<file path="src/rtl/pipe_pkg.sv">
// ============================================================================
// Module : pipe_pkg
// Brief  : Shared payload layout and reset constants for the pipeline stages.
// Rev    : 1.0  initial release
// ============================================================================
`default_nettype none

package pipe_pkg;

    localparam int PIPE_DATA_W = 133;

    // Payload layout, LSB first: a3 | wdata | alu | pc | instr
    localparam int A3_LSB    = 0;
    localparam int A3_W      = 5;
    localparam int WDATA_LSB = A3_LSB + A3_W;
    localparam int ALU_LSB   = WDATA_LSB + 32;
    localparam int PC_LSB    = ALU_LSB + 32;
    localparam int INSTR_LSB = PC_LSB + 32;

    localparam logic [31:0] NOP_INSTR = 32'h0000_0000;
    localparam logic [31:0] RESET_PC  = 32'h0000_3000;

    localparam logic [PIPE_DATA_W-1:0] PIPE_RST_VAL =
        (PIPE_DATA_W'(NOP_INSTR) << INSTR_LSB) | (PIPE_DATA_W'(RESET_PC) << PC_LSB);

    typedef enum logic [1:0] {
        ST_EMPTY = 2'd0,
        ST_ONE   = 2'd1,
        ST_FULL  = 2'd2
    } occ_state_e;

endpackage

`default_nettype wire

</file>
<file path="src/rtl/pipe_slot.sv">
// ============================================================================
// Module : pipe_slot
// Brief  : One valid+data buffer entry; cleared entries carry RST_VAL.
// Rev    : 1.0  initial release
// ============================================================================
`default_nettype none

module pipe_slot
    import pipe_pkg::*;
#(
    parameter int                DATA_W  = PIPE_DATA_W,
    parameter logic [DATA_W-1:0] RST_VAL = DATA_W'(PIPE_RST_VAL)
) (
    input  logic              clk,
    input  logic              rst,
    input  logic              i_flush,
    input  logic              i_load,
    input  logic              i_clear,
    input  logic [DATA_W-1:0] i_data,
    output logic              o_valid,
    output logic [DATA_W-1:0] o_data
);

    logic              r_valid;
    logic [DATA_W-1:0] r_data;

    // Clearing also restores RST_VAL so a stale payload never sits behind valid=0
    always_ff @(posedge clk or posedge rst) begin
        if (rst) begin
            r_valid <= 1'b0;
            r_data  <= RST_VAL;
        end else if (i_flush) begin
            r_valid <= 1'b0;
            r_data  <= RST_VAL;
        end else if (i_load) begin
            r_valid <= 1'b1;
            r_data  <= i_data;
        end else if (i_clear) begin
            r_valid <= 1'b0;
            r_data  <= RST_VAL;
        end
    end

    assign o_valid = r_valid;
    assign o_data  = r_data;

endmodule

`default_nettype wire

</file>
<file path="src/rtl/pipe_skid_stage.sv">
// ============================================================================
// Module : pipe_skid_stage
// Brief  : Elastic valid/ready pipeline register with main + skid entries.
// Rev    : 1.0  initial release
// ============================================================================
`default_nettype none

module pipe_skid_stage
    import pipe_pkg::*;
#(
    parameter int                DATA_W  = PIPE_DATA_W,
    parameter logic [DATA_W-1:0] RST_VAL = DATA_W'(PIPE_RST_VAL)
) (
    input  logic              Clk,
    input  logic              Reset,
    input  logic              flush,
    input  logic              in_valid,
    output logic              in_ready,
    input  logic [DATA_W-1:0] in_data,
    output logic              out_valid,
    input  logic              out_ready,
    output logic [DATA_W-1:0] out_data,
    output logic [1:0]        occupancy
);

    occ_state_e        r_state;
    occ_state_e        w_state_nxt;
    logic              w_in_fire;
    logic              w_out_fire;
    logic              w_main_load;
    logic              w_main_clear;
    logic              w_main_sel_skid;
    logic              w_skid_load;
    logic              w_skid_clear;
    logic              w_skid_valid;
    logic [DATA_W-1:0] w_skid_data;
    logic [DATA_W-1:0] w_main_din;

    // Readiness comes only from the skid flop, never from out_ready
    assign in_ready   = ~w_skid_valid & ~Reset;
    assign w_in_fire  = in_valid & in_ready;
    assign w_out_fire = out_valid & out_ready;
    assign occupancy  = {1'b0, out_valid} + {1'b0, w_skid_valid};
    assign w_main_din = w_main_sel_skid ? w_skid_data : in_data;

    always_ff @(posedge Clk or posedge Reset) begin
        if (Reset) begin
            r_state <= ST_EMPTY;
        end else begin
            r_state <= w_state_nxt;
        end
    end

    always_comb begin
        w_state_nxt     = r_state;
        w_main_load     = 1'b0;
        w_main_clear    = 1'b0;
        w_main_sel_skid = 1'b0;
        w_skid_load     = 1'b0;
        w_skid_clear    = 1'b0;
        if (flush) begin
            w_state_nxt = ST_EMPTY;
        end else begin
            case (r_state)
                ST_EMPTY: begin
                    if (w_in_fire) begin
                        w_main_load = 1'b1;
                        w_state_nxt = ST_ONE;
                    end
                end
                ST_ONE: begin
                    if (w_out_fire && w_in_fire) begin
                        w_main_load = 1'b1;
                    end else if (w_out_fire) begin
                        w_main_clear = 1'b1;
                        w_state_nxt  = ST_EMPTY;
                    end else if (w_in_fire) begin
                        w_skid_load = 1'b1;
                        w_state_nxt = ST_FULL;
                    end
                end
                ST_FULL: begin
                    // Skid entry is older than anything upstream, so it moves up first
                    if (w_out_fire) begin
                        w_main_load     = 1'b1;
                        w_main_sel_skid = 1'b1;
                        w_skid_clear    = 1'b1;
                        w_state_nxt     = ST_ONE;
                    end
                end
                default: begin
                    w_state_nxt = ST_EMPTY;
                end
            endcase
        end
    end

    pipe_slot #(
        .DATA_W  (DATA_W),
        .RST_VAL (RST_VAL)
    ) u_main (
        .clk     (Clk),
        .rst     (Reset),
        .i_flush (flush),
        .i_load  (w_main_load),
        .i_clear (w_main_clear),
        .i_data  (w_main_din),
        .o_valid (out_valid),
        .o_data  (out_data)
    );

    pipe_slot #(
        .DATA_W  (DATA_W),
        .RST_VAL (RST_VAL)
    ) u_skid (
        .clk     (Clk),
        .rst     (Reset),
        .i_flush (flush),
        .i_load  (w_skid_load),
        .i_clear (w_skid_clear),
        .i_data  (in_data),
        .o_valid (w_skid_valid),
        .o_data  (w_skid_data)
    );

endmodule

`default_nettype wire
</file>
<file path="config.mk">
export PLATFORM = sky130hd
export DESIGN_NAME = pipe_skid_stage
export DESIGN_NICKNAME = d
export VERILOG_FILES = /design/src/rtl/pipe_pkg.sv /design/src/rtl/pipe_slot.sv /design/src/rtl/pipe_skid_stage.sv
export SDC_FILE = /design/constraint.sdc
export NUM_CORES = 1
export LEC_CHECK = 0
export CAP_MARGIN = 10
export CORE_ASPECT_RATIO = 1.2
export CORE_MARGIN = 10
export CORE_UTILIZATION = 50
export CTS_CLUSTER_SIZE = 10
export DETAILED_ROUTE_END_ITERATION = 12
export DONT_BUFFER_PORTS = 1
export GPL_ROUTABILITY_DRIVEN = 0
export REMOVE_ABC_BUFFERS = 1
export SYNTH_ARGS = -nofsm -noshare
export SYNTH_HDL_FRONTEND = slang
export SYNTH_SLANG_ARGS = --single-unit
</file>
<file path="constraint.sdc">
create_clock -name Clk -period 11.5 [get_ports Clk]
set_input_delay 1.725 -clock Clk [delete_from_list [all_inputs] [get_ports Clk]]
set_output_delay 1.725 -clock Clk [all_outputs]
set_load 0.01 [all_outputs]
</file>
==> qor.csv <==
stage,metric,value,unit
floorplanning,Die W,154,µm
cells_and_area,share of cells above drive strength 1,0.0758,
floorplanning,IO Count,275,
power_and_ir_drop,Tot Pwr,1.98,mW
grt,gr ovfl total,0,
sta,Max-slew headroom,0.150,
grt,initial antenna violation count,0,
cts,H-tree levels,1,
worst_setup_path,worst path arrival time,1940,ps
sta,Fmax,273,MHz
worst_setup_path,"Largest stage delay, worst path",210,ps
yosys,"count leader, synth",dfrtp_1,
yosys,Post-synth EDFFs,0,
grt,GRT Total Usage,0.201,
detailed_routing,Iteration-0 DRC Markers,688,
yosys,Compound-Gate Fraction of Synth Area,0.239,
cells_and_area,utilization after layout,0.553,
detailed_routing,DRC Markers,0,
yosys,Synth Area per Inst,13.6,µm²
floorplanning,DIE HEIGHT,181,µm
detailed_routing,Vias,7303,
worst_setup_path,buffer and inverter count on the worst path,0,
worst_setup_path,crit path cell chain,nor2_1,
yosys,Simple-Gate Fraction of Synth Area,0.0901,
detailed_routing,routed vias/inst,7.06,
floorplanning,Starting Density,0.511,
yosys,"top cells by area, synth","dfrtp_1, a221o_1, a22o_1",
detailed_routing,drt pass-1 iters,5,
worst_setup_path,Slowest cell on crit path,nor2_1,
worst_setup_path,critical path class,input port to output port,
yosys,Yosys top cell area share,0.616,
sta,unrepaired setup endpoints after global routing,false,
yosys,Synth Area in Adders,0.00116,
cts,# hold bufs at CTS,0,
cells_and_area,area delta synth->final,8.04,%
cts,clock sink count,270,
detailed_routing,DRT antenna net count,0,
yosys,post-synthesis instance total,794,
grt,vias in the first global route,7361,
worst_setup_path,CP Capture Type,output port,
yosys,post-synthesis async set-or-reset flop share,1.00,
yosys,Ys Warns,0,
sta,final setup violation count,0,
cells_and_area,area of the multi-input gates,3600,µm²
worst_setup_path,Critical Path RT,9780,ps
worst_setup_path,startpoint types,input port,
grt,first-pass GRT wire length,46.1,mm
sta,worst slew pin tran,1280,ps
cts,CTS Buf Count,31,
power_and_ir_drop,Cell Pwr Density,170,nW/µm²
cts,post-CTS sizing,0,
cells_and_area,"non-filler cells, final",1035,
yosys,"Distinct cells, synth",35,
cts,postcts setup bufs,0,
floorplanning,Core Region,21100,µm²
sta,Final Hold Viols,0,
yosys,top_reg_cell synth,dfrtp_1,
worst_setup_path,Top delay family on crit path,simple AND/OR/NAND/NOR gates,
place,dpl ws,7720,ps
sta,Setup TNS,0,ps
sta,slack of the critical path,7840,ps
yosys,synth cell count leaders,"dfrtp_1, and3_1, a221o_1, a22o_1, clkbuf_1",
sta,"Slew Viols, Final",0,
sta,clock skew,10.2,ps
cells_and_area,register area,6760,µm²
power_and_ir_drop,Leak,5.98,nW
floorplanning,die area,27900,µm²
cells_and_area,fillers,1687,
detailed_routing,WL final,29.7,mm
cells_and_area,Antenna diodes,0,
place,# placed instances,988,
cts,Root Driver,clkbuf_16,
hold_path,HP Class,flop to flop,
detailed_routing,wire length per cell,28.7,µm
cts,clk slew on worst S/H paths,50,ps
floorplanning,Cell Rows,58,
yosys,number of synthesized register bits,270,
job,max-cap violations,0,
place,number of port buffers,0,
cts,deepest clock path buffer count,3,
yosys,post-synthesis xor/xnor area fraction,0,
cts,Worst-Skew Late Latency,540,ps
place,DP Wirelength,18.0,mm
power_and_ir_drop,IR Drop Worst-Case VDD,123,µV
grt,pin count of the biggest net entering global routing,132,
yosys,multiplexer area fraction after synthesis,0.000927,
worst_setup_path,CP Max Fanout,6,
cells_and_area,nets@finish,890,
yosys,post-synth design cell area,10800,µm²
yosys,register area share after synthesis,0.626,
sta,min cycle time layout,3660,ps
run_status,status,"complete, no violations",
cts,CTS tree,yes,
yosys,biggest area consumer among synthesized cells,dfrtp_1,
yosys,largest family of logic cells by synthesized area,compound AO/OA/AOI/OAI gates,
sta,fin crit share,0.319,
-- where the power goes --
part           internal (mW)  total (mW)  leakage [nW]  switching, mW
clock                  0.490       0.844         0.404          0.354
combinational         0.0331       0.107          1.87         0.0742
sequential             0.985        1.03          3.71         0.0434
total                   1.51        1.98          5.98          0.471
-- through the flow --
step | area [µm²] | hold slack (ps)
after floorplan | 10400 | 465
after global placement | 10800 | 479
after detailed placement | 10800 | 482
after CTS | 11700 | 499
after global routing | 11700 | 505
final | 11700 | 494
-- kinds of logic after synthesis --
family | Yosys count
DFF | 270
and+or+nand+nor | 151
adders and majority gates | 1
AOI/OAI and AO/OA | 276
muxes | 1
buffers and inverters | 95
-- state kept, by name (all words and copies together) (netlist names) --
name	cells
r_state	2
u_main.o_data	133
u_main.o_valid	1
u_skid.o_data	133
u_skid.o_valid	1
-- worst reg2reg max path, stage by stage, from the launching register on --
cell	delay [ps]
dfrtp_1	610
a21boi_1	290
a211oi_4	320
buf_4	530
buf_4	700
a22o_1	310
-- layer usage --
layer / part of all wire / global-route usage / wire length (µm) / up-vias
met5: 0 / 0 / 0 / -
met4: 0.026 / 0.0636 / 780 / 0
met3: 0.12 / 0.0834 / 3530 / 56
met2: 0.48 / 0.311 / 14300 / 338
met1: 0.37 / 0.250 / 11100 / 3839
li1: - / - / - / 3070
-- placed cells by master, fill, tap and decap left out, types with 2 or more instances in the layout --
cell type    n
clkbuf_1    15
o21ai_0      2
inv_1        6
dfrtp_1    266
and4b_1      2
a221o_1    131
a222oi_1     2
a22oi_1      2
nor2_1       3
nand2_1      2
clkbuf_16   31
a22o_1     131
and3_1     131
dfstp_2      4
buf_4       12
a21oi_1      2
a211oi_1     2
-- final timing paths --
path                                     end  slack, ps         startpoint  cells after the start
min in group asynchronous  u_main.o_data[60]       1180              Reset                      1
max                                 in_ready       7840              Reset                      1
min                        u_skid.o_data[69]        490  u_skid.o_data[69]                      1
max in group asynchronous   u_skid.o_data[3]       8740              Reset                      2
max reg2reg                 u_skid.o_data[4]       8680     u_main.o_valid                      5
min reg2reg                u_skid.o_data[69]        490  u_skid.o_data[69]                      1
-- layout make-up --
cell class                 count  area share
clock buffer                  46      0.0713
clock inverter                 1    0.000751
multi-input combinational    429       0.309
tap                          270      0.0290
timing repair buffer          12     0.00772
sequential                   270       0.579
inverter                       7     0.00290
No activity file was read; power rests on OpenSTA's default activity.
